===== config.mk =====
export PLATFORM = sky130hd
export DESIGN_NAME = carrier_wipeoff_acc
export DESIGN_NICKNAME = d
export VERILOG_FILES = /design/src/rtl/carrier_wipeoff_acc.sv
export SDC_FILE = /design/constraint.sdc
export NUM_CORES = 1
export LEC_CHECK = 0
export CAP_MARGIN = 10
export CORE_UTILIZATION = 52
export CTS_CLUSTER_SIZE = 20
export DETAILED_ROUTE_END_ITERATION = 10
export HOLD_SLACK_MARGIN = 0.03
export PLACE_DENSITY = 0.79
export SLEW_MARGIN = 20
export SYNTH_ARGS = -nofsm -noshare
export SYNTH_HDL_FRONTEND = slang
export SYNTH_SLANG_ARGS = --single-unit

===== constraint.sdc =====
create_clock -name clk -period 7.2 [get_ports clk]
set_input_delay 1.44 -clock clk [delete_from_list [all_inputs] [get_ports clk]]
set_output_delay 1.44 -clock clk [all_outputs]
set_load 0.1 [all_outputs]

===== src/rtl/carrier_wipeoff_acc.sv =====
// carrier_wipeoff_acc: 32-point NCO carrier wipeoff with coherent I/Q accumulate-and-dump.
// Define ACC_SATURATE_EN for saturating accumulators; default build wraps.
module carrier_wipeoff_acc #(
  parameter int SMP_MAG_BITS = 1,
  parameter int PHASE_WIDTH = 32,
  parameter int ACC_WIDTH = 16,
  parameter int CNT_WIDTH = 16
) (
  input  logic                          clk,
  input  logic                          rst,
  input  logic                          enable,
  input  logic [PHASE_WIDTH-1:0]        freq_word,
  input  logic [PHASE_WIDTH-1:0]        phase_init,
  input  logic                          phase_load,
  input  logic [CNT_WIDTH-1:0]          dump_len,
  input  logic                          sample_valid,
  input  logic [2*(SMP_MAG_BITS+1)-1:0] sample_sm,
  output logic signed [ACC_WIDTH-1:0]   acc_i,
  output logic signed [ACC_WIDTH-1:0]   acc_q,
  output logic                          dump_valid,
  output logic [PHASE_WIDTH-1:0]        carrier_phase
);
  localparam int PW = SMP_MAG_BITS + 6;
  localparam int SW = SMP_MAG_BITS + 1;
  logic [PHASE_WIDTH-1:0] phase;
  logic accept, prod_v, last;
  logic [1:0] quad;
  logic [2:0] k, kn, t_k, t_kn, cos_mag, sin_mag;
  logic cos_neg, sin_neg;
  logic signed [PW-1:0] si_m, sq_m, si, sq, cv_m, sv_m, cv, sv;
  logic signed [PW-1:0] prod_i_d, prod_q_d, prod_i, prod_q;
  logic [CNT_WIDTH-1:0] cnt, len_r, len_eff;
  logic signed [ACC_WIDTH-1:0] acc_i_r, acc_q_r, sum_i, sum_q;
  assign accept = sample_valid && enable;
  assign carrier_phase = phase;
  // Quarter-wave table T[k] = 7,7,6,5,4,3,2,1 is 8-k modulo 8, except k=0.
  always_comb begin
    quad = phase[PHASE_WIDTH-1 -: 2];
    k = phase[PHASE_WIDTH-3 -: 3];
    kn = ~k;
    t_k = (k == 3'd0) ? 3'd7 : 3'd0 - k;
    t_kn = (kn == 3'd0) ? 3'd7 : 3'd0 - kn;
    cos_mag = quad[0] ? t_kn : t_k;
    sin_mag = quad[0] ? t_k : t_kn;
    cos_neg = quad[1] ^ quad[0];
    sin_neg = quad[1];
    si_m = {5'b0, sample_sm[2*SW-2 -: SMP_MAG_BITS], 1'b1};
    sq_m = {5'b0, sample_sm[SW-2 -: SMP_MAG_BITS], 1'b1};
    si = sample_sm[2*SW-1] ? -si_m : si_m;
    sq = sample_sm[SW-1] ? -sq_m : sq_m;
    cv_m = {{(PW-3){1'b0}}, cos_mag};
    sv_m = {{(PW-3){1'b0}}, sin_mag};
    cv = cos_neg ? -cv_m : cv_m;
    sv = sin_neg ? -sv_m : sv_m;
    prod_i_d = si * cv + sq * sv;
    prod_q_d = sq * cv - si * sv;
  end
  always_ff @(posedge clk or posedge rst)
    if (rst) begin
      phase <= '0;
      prod_v <= 1'b0;
      prod_i <= '0;
      prod_q <= '0;
    end else begin
      phase <= phase_load ? phase_init : accept ? phase + freq_word : phase;
      prod_v <= accept;
      if (accept) begin
        prod_i <= prod_i_d;
        prod_q <= prod_q_d;
      end
    end
  // Block length is latched from dump_len at the first sample of each block.
  assign len_eff = (cnt != '0) ? len_r : (dump_len == '0) ? CNT_WIDTH'(1) : dump_len;
  assign last = (cnt + CNT_WIDTH'(1)) == len_eff;
`ifdef ACC_SATURATE_EN
  logic signed [ACC_WIDTH:0] sw_i, sw_q;
  always_comb begin
    sw_i = (ACC_WIDTH+1)'(acc_i_r) + (ACC_WIDTH+1)'(prod_i);
    sw_q = (ACC_WIDTH+1)'(acc_q_r) + (ACC_WIDTH+1)'(prod_q);
    sum_i = (sw_i[ACC_WIDTH] != sw_i[ACC_WIDTH-1]) ? {sw_i[ACC_WIDTH], {(ACC_WIDTH-1){~sw_i[ACC_WIDTH]}}} : sw_i[ACC_WIDTH-1:0];
    sum_q = (sw_q[ACC_WIDTH] != sw_q[ACC_WIDTH-1]) ? {sw_q[ACC_WIDTH], {(ACC_WIDTH-1){~sw_q[ACC_WIDTH]}}} : sw_q[ACC_WIDTH-1:0];
  end
`else
  always_comb begin
    sum_i = acc_i_r + ACC_WIDTH'(prod_i);
    sum_q = acc_q_r + ACC_WIDTH'(prod_q);
  end
`endif
  always_ff @(posedge clk or posedge rst)
    if (rst) begin
      cnt <= '0;
      len_r <= '0;
      acc_i_r <= '0;
      acc_q_r <= '0;
      acc_i <= '0;
      acc_q <= '0;
      dump_valid <= 1'b0;
    end else if (!enable) begin
      cnt <= '0;
      acc_i_r <= '0;
      acc_q_r <= '0;
      dump_valid <= 1'b0;
    end else begin
      dump_valid <= prod_v && last;
      if (prod_v) begin
        if (cnt == '0) len_r <= len_eff;
        cnt <= last ? '0 : cnt + CNT_WIDTH'(1);
        acc_i_r <= last ? '0 : sum_i;
        acc_q_r <= last ? '0 : sum_q;
        if (last) begin
          acc_i <= sum_i;
          acc_q <= sum_q;
        end
      end
    end
endmodule


* After elaboration in Yosys (flattened, before gate mapping) *
Cells that the tools add are included.

storage, ports and cells
  register bits after elaboration = 144
  output and inout bits = 65

cells by class
  add/sub/neg operators = 12
  multiply operators = 4
  eq/ne operators = 2
  multiplexer cells = 22
  bitwise operators = 2
  reductions and logical operators = 10

operators with widths
  kind                                              number
  2-to-1 mux 16 bit                                 11
  2-to-1 mux 32 bit                                 2
  adder 16 x 7 -> 16 bit                            2
  adder 32 bit                                      1
  zero test 16 bit                                  2
  multiplier 7 x 7 -> 7 bit                         4
  2-to-1 mux 7 bit                                  4
  adder 16 x 1 -> 16 bit (second input constant)    1
  equality test 16 bit                              1
  nonzero test 16 bit                               1
  negator 2 -> 7 bit                                2
  negator 3 -> 7 bit                                2
  2-to-1 mux 3 bit                                  4
  adder 7 bit                                       1
  subtractor 7 bit                                  1
  zero test 3 bit                                   2
  AND reduction 3 bit                               2
  subtractor 1 x 3 -> 3 bit (first input constant)  2
  NOT 3 bit                                         1
  logical AND 1 bit                                 2
  != test 2 x 1 -> 1 bit (second input constant)    1
  nonzero test 2 bit                                1
  2-to-1 mux 1 bit                                  1
  XOR 1 bit                                         1

* Longest topological paths before layout *
Gate-level depths: netlist of the first run.

  depth in word-level cells = 8
  depth in mapped cells = 30

* Worst setup path after synthesis of the first run *
Ideal clock, no wire load.

  path kind = register to register
  start = reg phase[27] (netlist: carrier_phase[27])
  end = reg prod_q[6]
  setup time = 0.135 ns
  data arrival time = 7.390 ns
  data required time = 7.065 ns
  setup slack = -0.325 ns
  stages on the path, launching flop included = 27
  buffers on the path = 0
  cells stage by stage = dfrtp_1 inv_1 ha_1 nor2b_1 o31ai_1 ha_1 ha_1 nand2_1 o21a_1 inv_1 nand2_1 fa_1 fa_1 fa_1 fa_1 fa_1 inv_1 fa_1 ha_1 a21oi_1 xnor2_1 xnor2_1 xnor2_1 xnor2_1 xnor2_1 xnor2_1 o21ai_0

between the ends
  word-level cells in the longest chain between the ends = 8

RTL lines
  element                                                       line    text
  start, declared                                               25      logic [PHASE_WIDTH-1:0] phase;
  start signal, assigned                                        65      phase <= phase_load ? phase_init : accept ? phase + freq_word : phase;
  NOT 3 bit                                                     40      kn = ~k;
  subtractor 1 x 3 -> 3 bit or zero test 3 bit (tied branches)  42      t_kn = (kn == 3'd0) ? 3'd7 : 3'd0 - kn;
  2-to-1 mux 3 bit                                              42
  2-to-1 mux 3 bit, on equally long branches                    43, 44
  negator 3 -> 7 bit, on equally long branches                  53, 54
  2-to-1 mux 7 bit, on equally long branches                    53, 54
  multiplier 7 x 7 -> 7 bit                                     56      prod_q_d = sq * cv - si * sv;
  subtractor 7 bit *                                            56
  end signal, assigned                                          69      prod_q <= prod_q_d;
  end, declared                                                 31      logic signed [PW-1:0] prod_i_d, prod_q_d, prod_i, prod_q;

Every way passes the cells marked *; elsewhere a longest branch is shown, timed or not.
A chain may end at the register's enable or synchronous reset.

* Final worst setup path of the first run *
Ends and elaborated chain as after synthesis.

==> impl_metrics.sql, run 1 <==
INSERT INTO impl_metrics (metric_group, metric, value, unit) VALUES
('power', 'vdd_drop_max', '1010', 'uV'),
('place', 'routabilityCongestion', '0.930', ''),
('sta', 'timing.max_slew.rel_slack', '0.250', ''),
('synthesis', 'synth_edf_count', '0', ''),
('clock_network', 'tritoncts', 'yes', ''),
('grt', 'grt_max_degree', '98', ''),
('grt', 'gr-usage-met2', '0.423', ''),
('drt', 'detail_route.vias_per_cell', '5.60', ''),
('synthesis', 'mappedNetlistArea', '0.0122', 'sq mm'),
('synthesis', 'top_count_cell_post_synth', 'sky130_fd_sc_hd__dfrtp_1', ''),
('sta', 'fin_skew', '0.0187', 'ns'),
('worst_setup_path', 'worstSetupPathType', 'reg2reg', ''),
('die', 'fp.dieW', '155', 'um'),
('synthesis', 'synth.net_count', '1552', ''),
('power', 'power_per_cell_area', '553', 'mW/mm^2'),
('layout', 'filler_cell_count', '1857', ''),
('layout', 'drive_above_1_share', '0.0884', ''),
('job', 'max-cap-violations', '0', ''),
('synthesis', 'synth_cell_type_count', '66', ''),
('power', 'leakage', '6.84', 'nW'),
('sta', 'unrepaired_setup_endpoints_after_global_routing', 'false', ''),
('worst_setup_path', 'setup.worst_path.start_class', 'flop', ''),
('worst_setup_path', 'crit_path_end_kind', 'flop', ''),
('synthesis', 'yosys.area.top_type_share', '0.294', ''),
('layout', 'design.final.nets', '1702', ''),
('min_path', 'hp-class', 'reg2reg', ''),
('grt', 'met3_grt_util', '0.0485', ''),
('grt', 'grt.met1_usage', '0.333', ''),
('grt', 'antenna_found_initial', '1', ''),
('grt', 'overflow', '0', ''),
('sta', 'finalCritPeriodShare', '0.943', ''),
('place', 'dp.cells', '1738', ''),
('sta', 'timing.final.hold_violations', '0', ''),
('die', 'die_height', '155', 'um'),
('sta', 'minimum_clock_period', '6.79', 'ns'),
('grt', 'grt_use_total', '0.254', ''),
('sta', 'report.final.setup_viol', '0', ''),
('layout', 'multi_input_area', '0.00799', 'sq mm'),
('die', 'initial_core_util', '0.534', ''),
('grt', 'vias_in_the_first_global_route', '10100', ''),
('synthesis', 'synth.yosys.seq_area_share', '0.294', ''),
('synthesis', 'synth_async_sr_flop_share', '1.00', ''),
('synthesis', 'syn_inst', '1296', ''),
('clock_network', 'ctsHtreeMaxLevel', '4', ''),
('synthesis', 'synth_warnings', '0', ''),
('drt', 'dr_total_vias', '9928', ''),
('worst_setup_path', 'worstPathMaxFanout', '7', ''),
('sta', 'timing.fmax', '147', 'MHz'),
('grt', 'wire_length_of_the_first_global_routing_pass', '49.1', 'mm'),
('layout', 'n_antenna_cell', '0', ''),
('sta', 'slew_violations', '0', ''),
('place', 'dp.final_hpwl', '21.5', 'mm'),
('worst_setup_path', 'crit_required', '7.48', 'ns'),
('worst_setup_path', 'critical_path_arrival', '7.07', 'ns'),
('layout', 'area.growth.synth_to_final', '21.0', '%'),
('synthesis', 'post_synth_main_area_contributors', 'sky130_fd_sc_hd__dfrtp_1 (29%), sky130_fd_sc_hd__ha_1 (13%), sky130_fd_sc_hd__fa_1 (7.4%)', ''),
('die', 'floorplan.die_area', '0.0240', 'sq mm'),
('clock_network', 'clock_path_buffers', '2', ''),
('layout', 'register_area', '0.00358', 'sq mm'),
('clock_network', 'clk_root_buffer_cell', 'sky130_fd_sc_hd__clkbuf_16', ''),
('drt', 'route.detailed.wl_per_inst', '16.3', 'um'),
('run_status', 'status', 'complete, no violations', ''),
('die', 'core_area', '0.0228', 'sq mm'),
('synthesis', 'synth_top_cell_by_area', 'sky130_fd_sc_hd__dfrtp_1', ''),
('clock_network', 'path_clk_slew', '0.07', 'ns'),
('sta', 'max_slew.worst_pin.slew', '1.12', 'ns'),
('place', 'port-buffer-count', '153', ''),
('drt', 'antenna_violating_nets_post_route', '0', ''),
('clock_network', 'cts_inserted_buffers', '17', ''),
('drt', 'drt_pass1_iterations', '6', ''),
('die', 'ios', '154', ''),
('die', 'rows', '55', ''),
('clock_network', 'clock_latency', '0.43', 'ns'),
('synthesis', 'synth.ff_latch_count', '143', ''),
('drt', 'drtIter0Drc', '593', ''),
('layout', 'layout.cells.non_filler', '1772', ''),
('drt', 'routed_wirelength', '28.9', 'mm'),
('grt', 'global_route.peak_usage_layer', 'met2', ''),
('clock_network', 'count_of_clock_tree_sinks', '143', ''),
('synthesis', 'cell_types_with_the_highest_counts_after_synthesis', 'sky130_fd_sc_hd__dfrtp_1 (143), sky130_fd_sc_hd__nand2_1 (135), sky130_fd_sc_hd__ha_1 (122)', ''),
('synthesis', 'ys.flop_type', 'sky130_fd_sc_hd__dfrtp_1', ''),
('sta', 'totalNegativeSetupSlack', '0', 'ns'),
('drt', 'route.detailed.drc', '0', ''),
('synthesis', 'syn-mean-instance-area', '9.38', 'sq um');
-- critical path, stage by stage (launching register included) --
cell and delay, ns:
sky130_fd_sc_hd__dfrtp_2 0.42, sky130_fd_sc_hd__inv_1 0.10, sky130_fd_sc_hd__ha_1 0.23, sky130_fd_sc_hd__nor2b_2 0.19, sky130_fd_sc_hd__o31ai_4 0.29, sky130_fd_sc_hd__ha_1 0.19, sky130_fd_sc_hd__ha_1 0.22, sky130_fd_sc_hd__nand2_1 0.06
sky130_fd_sc_hd__o21a_1 0.18, sky130_fd_sc_hd__inv_2 0.09, sky130_fd_sc_hd__nand2_1 0.09, sky130_fd_sc_hd__fa_2 0.48, sky130_fd_sc_hd__fa_1 0.52, sky130_fd_sc_hd__fa_1 0.54, sky130_fd_sc_hd__fa_1 0.44, sky130_fd_sc_hd__fa_1 0.54
sky130_fd_sc_hd__inv_1 0.06, sky130_fd_sc_hd__fa_1 0.47, sky130_fd_sc_hd__ha_1 0.33, sky130_fd_sc_hd__a21oi_1 0.19, sky130_fd_sc_hd__xnor2_1 0.16, sky130_fd_sc_hd__xnor2_1 0.15, sky130_fd_sc_hd__xnor2_1 0.15, sky130_fd_sc_hd__xnor2_1 0.16
sky130_fd_sc_hd__xnor2_1 0.16, sky130_fd_sc_hd__xnor2_1 0.14, sky130_fd_sc_hd__o21ai_0 0.09
-- cell families (layout without fill, tap and decap cells) --
group | count (synthesis) | count (layout) | share of synthesized area
adder cells (fa/ha/maj) | 167 | 167 | 0.200
flip-flops | 143 | 143 | 0.294
AO/OA/AOI/OAI | 282 | 282 | 0.150
multiplexers | 74 | 74 | 0.0740
AND/OR/NAND/NOR | 339 | 339 | 0.134
buffers and inverters | 157 | 320 | 0.0522
XOR/XNOR | 134 | 134 | 0.0965
-- area by class of cell --
class,count,share of cell area
flip-flops and latches,143,0.243
clock inverters,15,0.0136
well taps,313,0.0266
multi-input cells,996,0.543
clock buffers,17,0.0289
repair buffers,177,0.116
inverters,111,0.0286
-- path summary, 6_finish.rpt --
| kind | startpoint | end | slack (ns) | cells after the start |
|---|---|---|---|---|
| max reg2reg | carrier_phase[27] | prod_q[6] | 0.41 | 26 |
| max in group asynchronous | rst | acc_q[0] | 4.48 | 3 |
| min in group asynchronous | rst | carrier_phase[14] | 1.59 | 2 |
| max | carrier_phase[27] | prod_q[6] | 0.41 | 26 |
| min reg2reg | acc_i[15] | acc_i[15] | 0.48 | 2 |
| min | acc_i[15] | acc_i[15] | 0.48 | 2 |
-- layout by cell type, fill, tap and decap left out, types with 15 or more instances in the layout --
master	count
sky130_fd_sc_hd__clkdlybuf4s50_1	152
sky130_fd_sc_hd__dfrtp_1	141
sky130_fd_sc_hd__nand2_1	134
sky130_fd_sc_hd__ha_1	122
sky130_fd_sc_hd__inv_1	107
sky130_fd_sc_hd__xnor2_1	101
sky130_fd_sc_hd__o21ai_0	83
sky130_fd_sc_hd__nor2_1	69
sky130_fd_sc_hd__a21oi_1	64
sky130_fd_sc_hd__fa_1	44
sky130_fd_sc_hd__a22o_1	34
sky130_fd_sc_hd__xor2_1	33
sky130_fd_sc_hd__nand3_1	29
sky130_fd_sc_hd__mux2_4	26
sky130_fd_sc_hd__mux2i_1	25
sky130_fd_sc_hd__buf_4	25
sky130_fd_sc_hd__mux2_2	23
sky130_fd_sc_hd__a21o_1	17
sky130_fd_sc_hd__clkbuf_16	17
sky130_fd_sc_hd__and3_1	15
sky130_fd_sc_hd__nor3_1	15
-- registers in the layout, summed over array words and instances (netlist names) --
register,flops
prod_q,6
carrier_phase,32
len_r,16
acc_q_r,16
prod_i,7
cnt,16
prod_v,1
acc_i,16
acc_i_r,16
acc_q,16
dump_valid,1
-- metrics by stage --
| stage | utilization | setup WS, ns | power [mW] | hold WS (ns) | instance area (sq um) |
|---|---|---|---|---|---|
| 2_1_floorplan | - | 0.0304 | 5.88 | 0.452 | 12200 |
| 3_3_place_gp | 0.617 | 0.196 | 6.95 | 0.471 | 14000 |
| 3_5_place_dp | 0.617 | 0.0421 | 7.18 | 0.474 | 14000 |
| 4_1_cts | 0.644 | 0.249 | 8.17 | 0.489 | 14700 |
| 5_1_grt | 0.646 | 0.00596 | 8.96 | 0.515 | 14700 |
| 6_report | 0.646 | 0.410 | 8.14 | 0.482 | 14700 |
-- where the power goes --
group	internal (mW)	switching [mW]	total [mW]	leakage, nW
clock	0.558	0.400	0.958	0.298
sequential	0.929	0.113	1.04	1.87
combinational	2.95	3.20	6.14	4.68
-- metal layers --
layer	vias up	part of all wire
li1	4826	-
met1	4781	0.45
met2	260	0.48
met3	59	0.047
met4	2	0.022
met5	-	0.00045
-- timing repair --
item / CTS / global route
setup endpoints to repair: 0 / 2
hold buffers: 0 / 0
buffers inserted: 0 / 2
resized for setup: 0 / 9
(Power assumes the default switching activity.)
==> run 2: changes to the inputs <==
--- a/config.mk
+++ b/config.mk
@@ -7,6 +7,7 @@
 export LEC_CHECK = 0
 export CAP_MARGIN = 10
 export CORE_UTILIZATION = 52
+export CTS_CLUSTER_DIAMETER = 200
 export CTS_CLUSTER_SIZE = 20
 export DETAILED_ROUTE_END_ITERATION = 10
 export HOLD_SLACK_MARGIN = 0.03
==> results of run 2 <==
The final DEF is identical to that of run 1; final timing and power are the same.
